===== config.mk =====
export PLATFORM = sky130hd
export DESIGN_NAME = instruction_fetch
export DESIGN_NICKNAME = d
export VERILOG_FILES = /design/src/rtl/instruction_fetch_pkg.sv /design/src/rtl/instruction_fetch_add32.sv /design/src/rtl/instruction_fetch.sv
export SDC_FILE = /design/constraint.sdc
export NUM_CORES = 1
export LEC_CHECK = 0
export ABC_AREA = 1
export CAP_MARGIN = 40
export CORE_ASPECT_RATIO = 0.8
export CORE_MARGIN = 4
export CORE_UTILIZATION = 50
export CTS_BUF_LIST = sky130_fd_sc_hd__clkbuf_4
export DETAILED_ROUTE_END_ITERATION = 12
export GPL_TIMING_DRIVEN = 0
export PLACE_DENSITY = 0.93
export SYNTH_ARGS = -nofsm -noshare
export SYNTH_HDL_FRONTEND = slang
export SYNTH_SLANG_ARGS = --single-unit

===== constraint.sdc =====
create_clock -name clk -period 6.31 [get_ports clk]
set_input_delay 1.262 -clock clk [delete_from_list [all_inputs] [get_ports clk]]
set_output_delay 1.262 -clock clk [all_outputs]
set_load 0.005 [all_outputs]

===== src/rtl/instruction_fetch_pkg.sv =====
// Shared definitions for the instruction fetch stage: next-PC select codes,
// fetch FSM states and the default bubble instruction.
package instruction_fetch_pkg;

  localparam logic [1:0] PC_SEQ = 2'b00;
  localparam logic [1:0] PC_BR  = 2'b01;
  localparam logic [1:0] PC_REG = 2'b10;
  localparam logic [1:0] PC_JMP = 2'b11;

  localparam logic [31:0] IF_NOP_INST = 32'h0000_0000;

  typedef enum logic [1:0] {
    ST_FETCH = 2'd0,
    ST_HOLD  = 2'd1,
    ST_KILL  = 2'd2
  } if_state_e;

  function automatic logic [31:0] word_align(input logic [31:0] addr);
    return {addr[31:2], 2'b00};
  endfunction

endpackage


===== src/rtl/instruction_fetch_add32.sv =====
// 32-bit adder used as the PC incrementer; the sum wraps modulo 2^32.
module add32 (
  input  logic [31:0] i_a,
  input  logic [31:0] i_b,
  output logic [31:0] o_sum
);

  assign o_sum = i_a + i_b;

endmodule


===== src/rtl/instruction_fetch.sv =====
// IF stage: issues word fetches to instruction memory, buffers a word that
// arrives under a load-use stall, and drops wrong-path data after a redirect.
module instruction_fetch
  import instruction_fetch_pkg::*;
#(
  parameter logic [31:0] RESET_PC = 32'h0000_0000,
  parameter logic [31:0] NOP_INST = IF_NOP_INST
) (
  input  logic        clk,
  input  logic        clrn,
  input  logic        stall_en,
  input  logic [1:0]  pcsource,
  input  logic [31:0] bpc,
  input  logic [31:0] jpc,
  input  logic [31:0] ra,
  output logic        imem_req,
  output logic [31:0] imem_addr,
  input  logic        imem_ack,
  input  logic [31:0] imem_rdata,
  output logic [31:0] pc,
  output logic [31:0] id_inst,
  output logic [31:0] id_pc4,
  output logic        id_valid
);

  localparam logic [31:0] RESET_PC_W = word_align(RESET_PC);

  if_state_e   r_state,     w_state_nxt;
  logic [31:0] r_pc,        w_pc_nxt;
  logic [31:0] r_req_addr,  w_req_addr_nxt;
  logic        r_req,       w_req_nxt;
  logic [31:0] r_id_inst,   w_id_inst_nxt;
  logic [31:0] r_id_pc4,    w_id_pc4_nxt;
  logic        r_id_valid,  w_id_valid_nxt;
  logic [31:0] r_hold_inst, w_hold_inst_nxt;

  logic [31:0] w_pc4;
  logic [31:0] w_target;
  logic        w_ack;
  logic        w_redirect;

  add32 u_pc_inc (
    .i_a   (r_pc),
    .i_b   (32'd4),
    .o_sum (w_pc4)
  );

  // An ack only counts against a request we actually have outstanding.
  assign w_ack      = imem_ack & r_req;
  assign w_redirect = r_id_valid & ~stall_en & (pcsource != PC_SEQ);

  always_comb begin
    w_target = w_pc4;
    unique case (pcsource)
      PC_SEQ: w_target = w_pc4;
      PC_BR:  w_target = word_align(bpc);
      PC_REG: w_target = word_align(ra);
      PC_JMP: w_target = word_align(jpc);
      default: w_target = w_pc4;
    endcase
  end

  always_ff @(posedge clk or posedge clrn) begin
    // NOTE: state registers use non-blocking assignments so every flop samples
    // the pre-edge values computed by the combinational block.
    if (clrn) begin
      r_state     <= ST_FETCH;
      r_pc        <= RESET_PC_W;
      r_req_addr  <= RESET_PC_W;
      r_req       <= 1'b0;
      r_id_inst   <= NOP_INST;
      r_id_pc4    <= 32'd0;
      r_id_valid  <= 1'b0;
      r_hold_inst <= 32'd0;
    end else begin
      r_state     <= w_state_nxt;
      r_pc        <= w_pc_nxt;
      r_req_addr  <= w_req_addr_nxt;
      r_req       <= w_req_nxt;
      r_id_inst   <= w_id_inst_nxt;
      r_id_pc4    <= w_id_pc4_nxt;
      r_id_valid  <= w_id_valid_nxt;
      r_hold_inst <= w_hold_inst_nxt;
    end
  end

  always_comb begin
    // NOTE: every output of this block takes a default before any branch, so
    // no path leaves a value unassigned and no latch is inferred.
    w_state_nxt     = r_state;
    w_pc_nxt        = r_pc;
    w_req_addr_nxt  = r_req_addr;
    w_req_nxt       = r_req;
    w_id_inst_nxt   = r_id_inst;
    w_id_pc4_nxt    = r_id_pc4;
    w_id_valid_nxt  = r_id_valid;
    w_hold_inst_nxt = r_hold_inst;

    // ID consumes a slot whenever it is not stalled; a bubble unless a word lands.
    if (!stall_en) begin
      w_id_inst_nxt  = NOP_INST;
      w_id_valid_nxt = 1'b0;
    end
    if (w_redirect) begin
      w_pc_nxt = w_target;
    end

    unique case (r_state)
      ST_FETCH: begin
        if (w_ack) begin
          if (w_redirect) begin
            w_req_addr_nxt = w_target;
          end else if (stall_en) begin
            w_hold_inst_nxt = imem_rdata;
            w_req_nxt       = 1'b0;
            w_state_nxt     = ST_HOLD;
          end else begin
            w_id_inst_nxt  = imem_rdata;
            w_id_pc4_nxt   = w_pc4;
            w_id_valid_nxt = 1'b1;
            w_pc_nxt       = w_pc4;
            w_req_addr_nxt = w_pc4;
          end
        end else if (!r_req) begin
          w_req_nxt      = 1'b1;
          w_req_addr_nxt = w_pc_nxt;
        end else if (w_redirect) begin
          // The outstanding request is wrong-path but must still complete.
          w_state_nxt = ST_KILL;
        end
      end

      ST_HOLD: begin
        if (w_redirect) begin
          w_hold_inst_nxt = 32'd0;
          w_req_nxt       = 1'b1;
          w_req_addr_nxt  = w_target;
          w_state_nxt     = ST_FETCH;
        end else if (!stall_en) begin
          w_id_inst_nxt   = r_hold_inst;
          w_id_pc4_nxt    = w_pc4;
          w_id_valid_nxt  = 1'b1;
          w_pc_nxt        = w_pc4;
          w_req_nxt       = 1'b1;
          w_req_addr_nxt  = w_pc4;
          w_state_nxt     = ST_FETCH;
        end
      end

      ST_KILL: begin
        if (w_ack) begin
          w_req_addr_nxt = w_pc_nxt;
          w_state_nxt    = ST_FETCH;
        end
      end

      default: begin
        w_state_nxt = ST_FETCH;
      end
    endcase
  end

  assign imem_req  = r_req;
  assign imem_addr = r_req_addr;
  assign pc        = r_pc;
  assign id_inst   = r_id_inst;
  assign id_pc4    = r_id_pc4;
  assign id_valid  = r_id_valid;

endmodule


Word level (Yosys, flattened, before mapping)
Index checks and enable logic that the tools add are counted.
{"block": "word_totals", "reg_bits": 164, "out_inout_bits": 130, "elab_cells": 87}
{"block": "op_classes", "n_addsub": 1, "n_eq_ne": 16, "muxes": 48, "bitwise": 4, "reduce_logical": 10}
{"operator": "2-to-1 mux 32 bit", "n": 22}
{"operator": "case mux 32 bit (2 select lines)", "n": 4}
{"operator": "case mux 32 bit (4 select lines)", "n": 1}
{"operator": "case mux 32 bit (3 select lines)", "n": 1}
{"operator": "adder 32 x 3 -> 32 bit (second input constant)", "n": 1}
{"operator": "inequality test 3 bit (second input constant)", "n": 6}
{"operator": "2-to-1 mux 2 bit", "n": 8}
{"operator": "inequality test 2 bit (second input constant)", "n": 5}
{"operator": "2-to-1 mux 1 bit", "n": 9}
{"operator": "equality test 2 bit (second input constant)", "n": 3}
{"operator": "case mux 2 bit (3 select lines)", "n": 1}
{"operator": "AND reduction 6 bit", "n": 1}
{"operator": "AND reduction 5 bit", "n": 1}
{"operator": "equality test 2 x 1 -> 1 bit (second input constant)", "n": 2}
{"operator": "logical NOT 2 bit", "n": 2}
{"operator": "case mux 1 bit (2 select lines)", "n": 2}
{"operator": "AND reduction 4 bit", "n": 1}
{"operator": "nonzero test 2 bit", "n": 2}
{"operator": "bitwise AND 1 bit", "n": 3}
{"operator": "AND reduction 3 bit", "n": 1}
{"operator": "nonzero test 3 bit", "n": 1}
{"operator": "AND reduction 2 bit", "n": 1}
{"operator": "NOT 1 bit", "n": 1}

Longest topological paths before layout
{"block": "depth", "depth_word": 8, "mapped_depth": 13}

By module
Synthesis repeated with hierarchy kept, for this count alone.
{"block": "hier_totals", "hier_cells": 1684, "area_unflattened_um2": 10973.0}
{"mod": "instruction_fetch", "instances": 1, "cells_per_inst": 1190, "area_per_inst_um2": 8588.2}
{"mod": "add32", "instances": 1, "cells_per_inst": 494, "area_per_inst_um2": 2384.8}

Least setup slack after synthesis
OpenSTA, ideal clock, no wires.
{"block": "synth_timing", "path_type": "in2reg", "startpoint": "input port pcsource[1]", "endpoint": "register r_id_pc4[22] (netlist: id_pc4[22])", "setup_time_ns": 0.118, "arrival_time_ns": 2.349, "path_slack_ns": 3.844, "path_stages": 10, "n_path_buf": 2, "path_cell_list": "o21ai_2 > inv_1 > nor2_2 > inv_1 > nor2_2 > inv_1 > buf_2 > buf_2 > nand2_1 > nand2_1"}
{"block": "synth_via", "elab_chain_cells": 5}
{"element": "from (decl)", "line": "instruction_fetch.sv:12", "source": "input logic [1:0] pcsource,"}
{"element": "nonzero test 2 bit *", "line": "instruction_fetch.sv:50", "source": "assign w_redirect = r_id_valid & ~stall_en & (pcsource != PC_SEQ);"}
{"element": "bitwise AND 1 bit *", "line": "instruction_fetch.sv:50"}
{"element": "2-to-1 mux 32 bit *"}
{"element": "2-to-1 mux 32 bit"}
{"element": "case mux 32 bit (2 select lines) *"}
{"element": "to (signal assigned)", "line": "instruction_fetch.sv:81", "source": "r_id_pc4 <= w_id_pc4_nxt;"}
{"element": "to (decl)", "line": "instruction_fetch.sv:33", "source": "logic [31:0] r_id_pc4, w_id_pc4_nxt;"}
Mark *: on every way between the ends. The rest lies on a longest branch, timed or not. The select of a mux whose other input is x is not followed.
A chain may end at the register's enable or synchronous reset.

Final worst setup path
{"block": "layout_timing", "startpoint": "register r_pc[2] (netlist: pc[2])", "endpoint": "output port pc[2]"}
{"element": "from (decl)", "line": "instruction_fetch.sv:29", "source": "logic [31:0] r_pc, w_pc_nxt;"}
{"element": "from (signal assigned)", "line": "instruction_fetch.sv:77", "source": "r_pc <= w_pc_nxt;"}
{"element": "to (decl)", "line": "instruction_fetch.sv:20", "source": "output logic [31:0] pc,"}
No word-level cell between the ends.

==> metrics.cfg <==
[die]
dieArea_sq_um = 20930
die_y_um = 130.2
io-pin-count = 264
core_area_sq_um = 18220
initial_core_util = 0.5123
rows = 44
fp.dieW_um = 160.8

[power]
p_sw_frac = 0.4522
p_per_area_nw_per_um2 = 414.7
p_sw_w = 0.002361
power_frac_comb = 0.533
pwr-share-clk = 0.139
power_leakage_nw = 5.754
ir_worst_vdd_v = 0.0002416
p_int_w = 0.002860
power_frac_seq = 0.328

[worst_setup_path]
criticalPathCategory = flop to primary output
worstSetupEndpointType = primary output
cp.required_ns = 5.05
critPathBufInv = 1
cp_top_family = buffers and inverters
crit_arrival_ns = 1.82
cp_cell_sequence = clkdlybuf4s50_1
crit_slowest_cell = clkdlybuf4s50_1
critPathMaxFanout = 8
start_kind = flop
cp_slowest_stage_delay_ns = 0.63
reg2reg_slack_ns = 3.80

[sta]
setup_viol = 0
tns_ns = 0
period_share = 0.4884
rsz0062_at_grt = no
skew_ns = 0.02176
hold_violations = 0
worst_pin_slew_ns = 0.8753
fmax_mhz = 324.5
slew_headroom = 0.4165
period_minus_slack_ns = 3.082
drv_slew = 0

[synthesis]
yosysWarningCount = 0
synth.yosys.seq_area_share = 0.4396
synthCells = 1309
yosys.area_share.xor_xnor = 0.009382
synth_flop_cell = dfrtp_1
async_flop_share = 1.000
synth-simple-area-share = 0.3254
syn_avg_cell_area_sq_um = 7.132
synthMuxAreaShare = 0
synth.cell_area_sq_um = 9335
synth_edf_count = 0
synth_top_family_by_area = simple AND/OR/NAND/NOR gates
ys_ff_latch = 164
synth_fa_ha_area_frac = 0.005361
ys_types = 38
syn-num-nets = 1447
synth_compound_gate_area_share = 0.1421

[cts]
h-tree-depth = 4
cts_root_buffer = clkbuf_4
cts_hold_buffers = 0
cts_inserted_buffers = 17
clk_latency_ns = 0.61
post_cts_buffers = 0
cts_tree = yes
cts_sinks = 164
post_cts_resized = 0
cts_buffer_depth = 2
clk_pin_slew_worst_paths_ns = 0.15

[route]
dr.pass1.iters = 7
dr.max_layer_used = met4
wl_met2_mm = 15.97
drc = 0
dr_wl_met3_mm = 5.159
antenna_left = 0
vias_per_cell = 5.721
wl_met1_mm = 14.13
first_iter_violations = 1188
vias = 10600
routed_wl_mm = 36.67
drt-wirelength-per-cell_um = 19.79

[placed_design]
portBuffers = 257
dp_hpwl_mm = 27.86
gp_congestion = 1.040

[layout]
nNetsFinal = 1725
fillers = 1511
multiInputGateArea_sq_um = 4502
final_common_cell = nand2_1
final_layout_size_suffix_gt1_frac = 0.05875
most-common-layout-cells = nand2_1 (518), clkdlybuf4s50_1 (257), dfrtp_1 (164), nand3_1 (114), inv_1 (106)
regArea_sq_um = 4104
post-route-util = 0.6910
diodes = 0
area_growth_syn_to_layout_pct = 34.87

[outcome]
outcome = completed

[grt]
grt_overflow = 0
groute.usage.overall = 0.3444
grt_pass1_vias = 10290
grt_max_degree = 94
grt_pass1_wl_mm = 55.73
antenna_found_initial = 0

[hold_path]
hold_class = flop to flop

[run]
max-cap-violations = 0

==> worst paths after layout <==
path	start	end	cells after the start
max in group asynchronous	clrn	imem_addr[5]$_DFFE_PP0P_	3
max	pc[2]$_DFF_PP0_	pc[2]	1
max reg2reg	r_state[0]$_DFFE_PP0P_	imem_addr[23]$_DFFE_PP0P_	11
min	id_pc4[0]$_DFFE_PP0P_	id_pc4[0]$_DFFE_PP0P_	2
min reg2reg	id_pc4[0]$_DFFE_PP0P_	id_pc4[0]$_DFFE_PP0P_	2
min in group asynchronous	clrn	pc[31]$_DFF_PP0_	2
==> flip-flops by register name, summed over array words and instances (netlist names) <==
register     cells
imem_req         1
imem_addr       32
id_pc4          32
id_valid         1
r_state          2
id_inst         32
r_hold_inst     32
pc              32
==> cells in the mapped netlist, types with 2 or more instances <==
cell         n  area [sq um]
buf_6        4         45.04
xor2_1       8         70.07
nand2_1    518          1944
inv_1      107         401.6
nand4_1     14         87.58
o2111ai_1    4         35.03
or2_2       11         68.82
o21bai_1     2         15.01
a21boi_0    13         97.59
xnor2_1      2         17.52
nor2_4       2         22.52
o21ai_0     96         480.5
dfrtp_1    164          4104
o21ai_2     11         96.34
nor2_2       2         12.51
ha_1         4         50.05
o211ai_1    47         352.8
buf_1        4         15.01
nor2_1      77         289.0
buf_4        4         30.03
buf_2       22         110.1
nand3_1    114         570.6
clkbuf_1    32         120.1
nand3b_1     2         15.01
a32oi_1      2         17.52
a211oi_1     2         15.01
a21oi_1     26         130.1
a22oi_1      5         37.54
==> logic make-up after synthesis <==
kind of cell               Yosys count
adders and majority gates            4
buffers and inverters              175
AOI/OAI and AO/OA                  212
and+or+nand+nor                    744
xor gates and xnor gates            10
DFF                                164
==> per-layer routing <==
metal / global-route usage / up-vias
met5: 0 / -
met4: 0.1364 / 0
met3: 0.1225 / 103
met2: 0.5454 / 766
met1: 0.4377 / 4937
li1: - / 4795
==> stage by stage <==
step	cell area (sq um)	instances	hold slack [ns]	worst slack, ns	power (W)
after floorplan	9335	1309	0.4654	0.6147	0.003114
after global placement	12220	1819	0.4635	-1.506	0.004353
after detailed placement	12270	1821	0.4658	2.657	0.004431
after CTS	12590	1853	0.5003	3.247	0.005147
after global routing	12590	1853	0.5135	3.103	0.005550
final	12590	1853	0.4994	3.228	0.005221
==> power by group through the flow <==
stage	logic (W)	registers [W]	clock network (W)
4_1_cts	0.00272	0.00170	0.000723
3_5_place_dp	0.00271	0.00172	0
2_1_floorplan	0.00145	0.00167	0
3_3_place_gp	0.00264	0.00171	0
5_1_grt	0.00303	0.00175	0.000772
6_report	0.00278	0.00171	0.000724
==> area by class of cell <==
cell class | count | area share
Sequential cell | 164 | 0.3259
Buffer | 66 | 0.02544
Tap cell | 253 | 0.02514
Multi-Input combinational cell | 970 | 0.3575
Clock buffer | 17 | 0.01014
Inverter | 109 | 0.03309
Timing Repair Buffer | 259 | 0.2074
Clock inverter | 15 | 0.01530
Note: power is estimated with default switching activity, not from simulation.
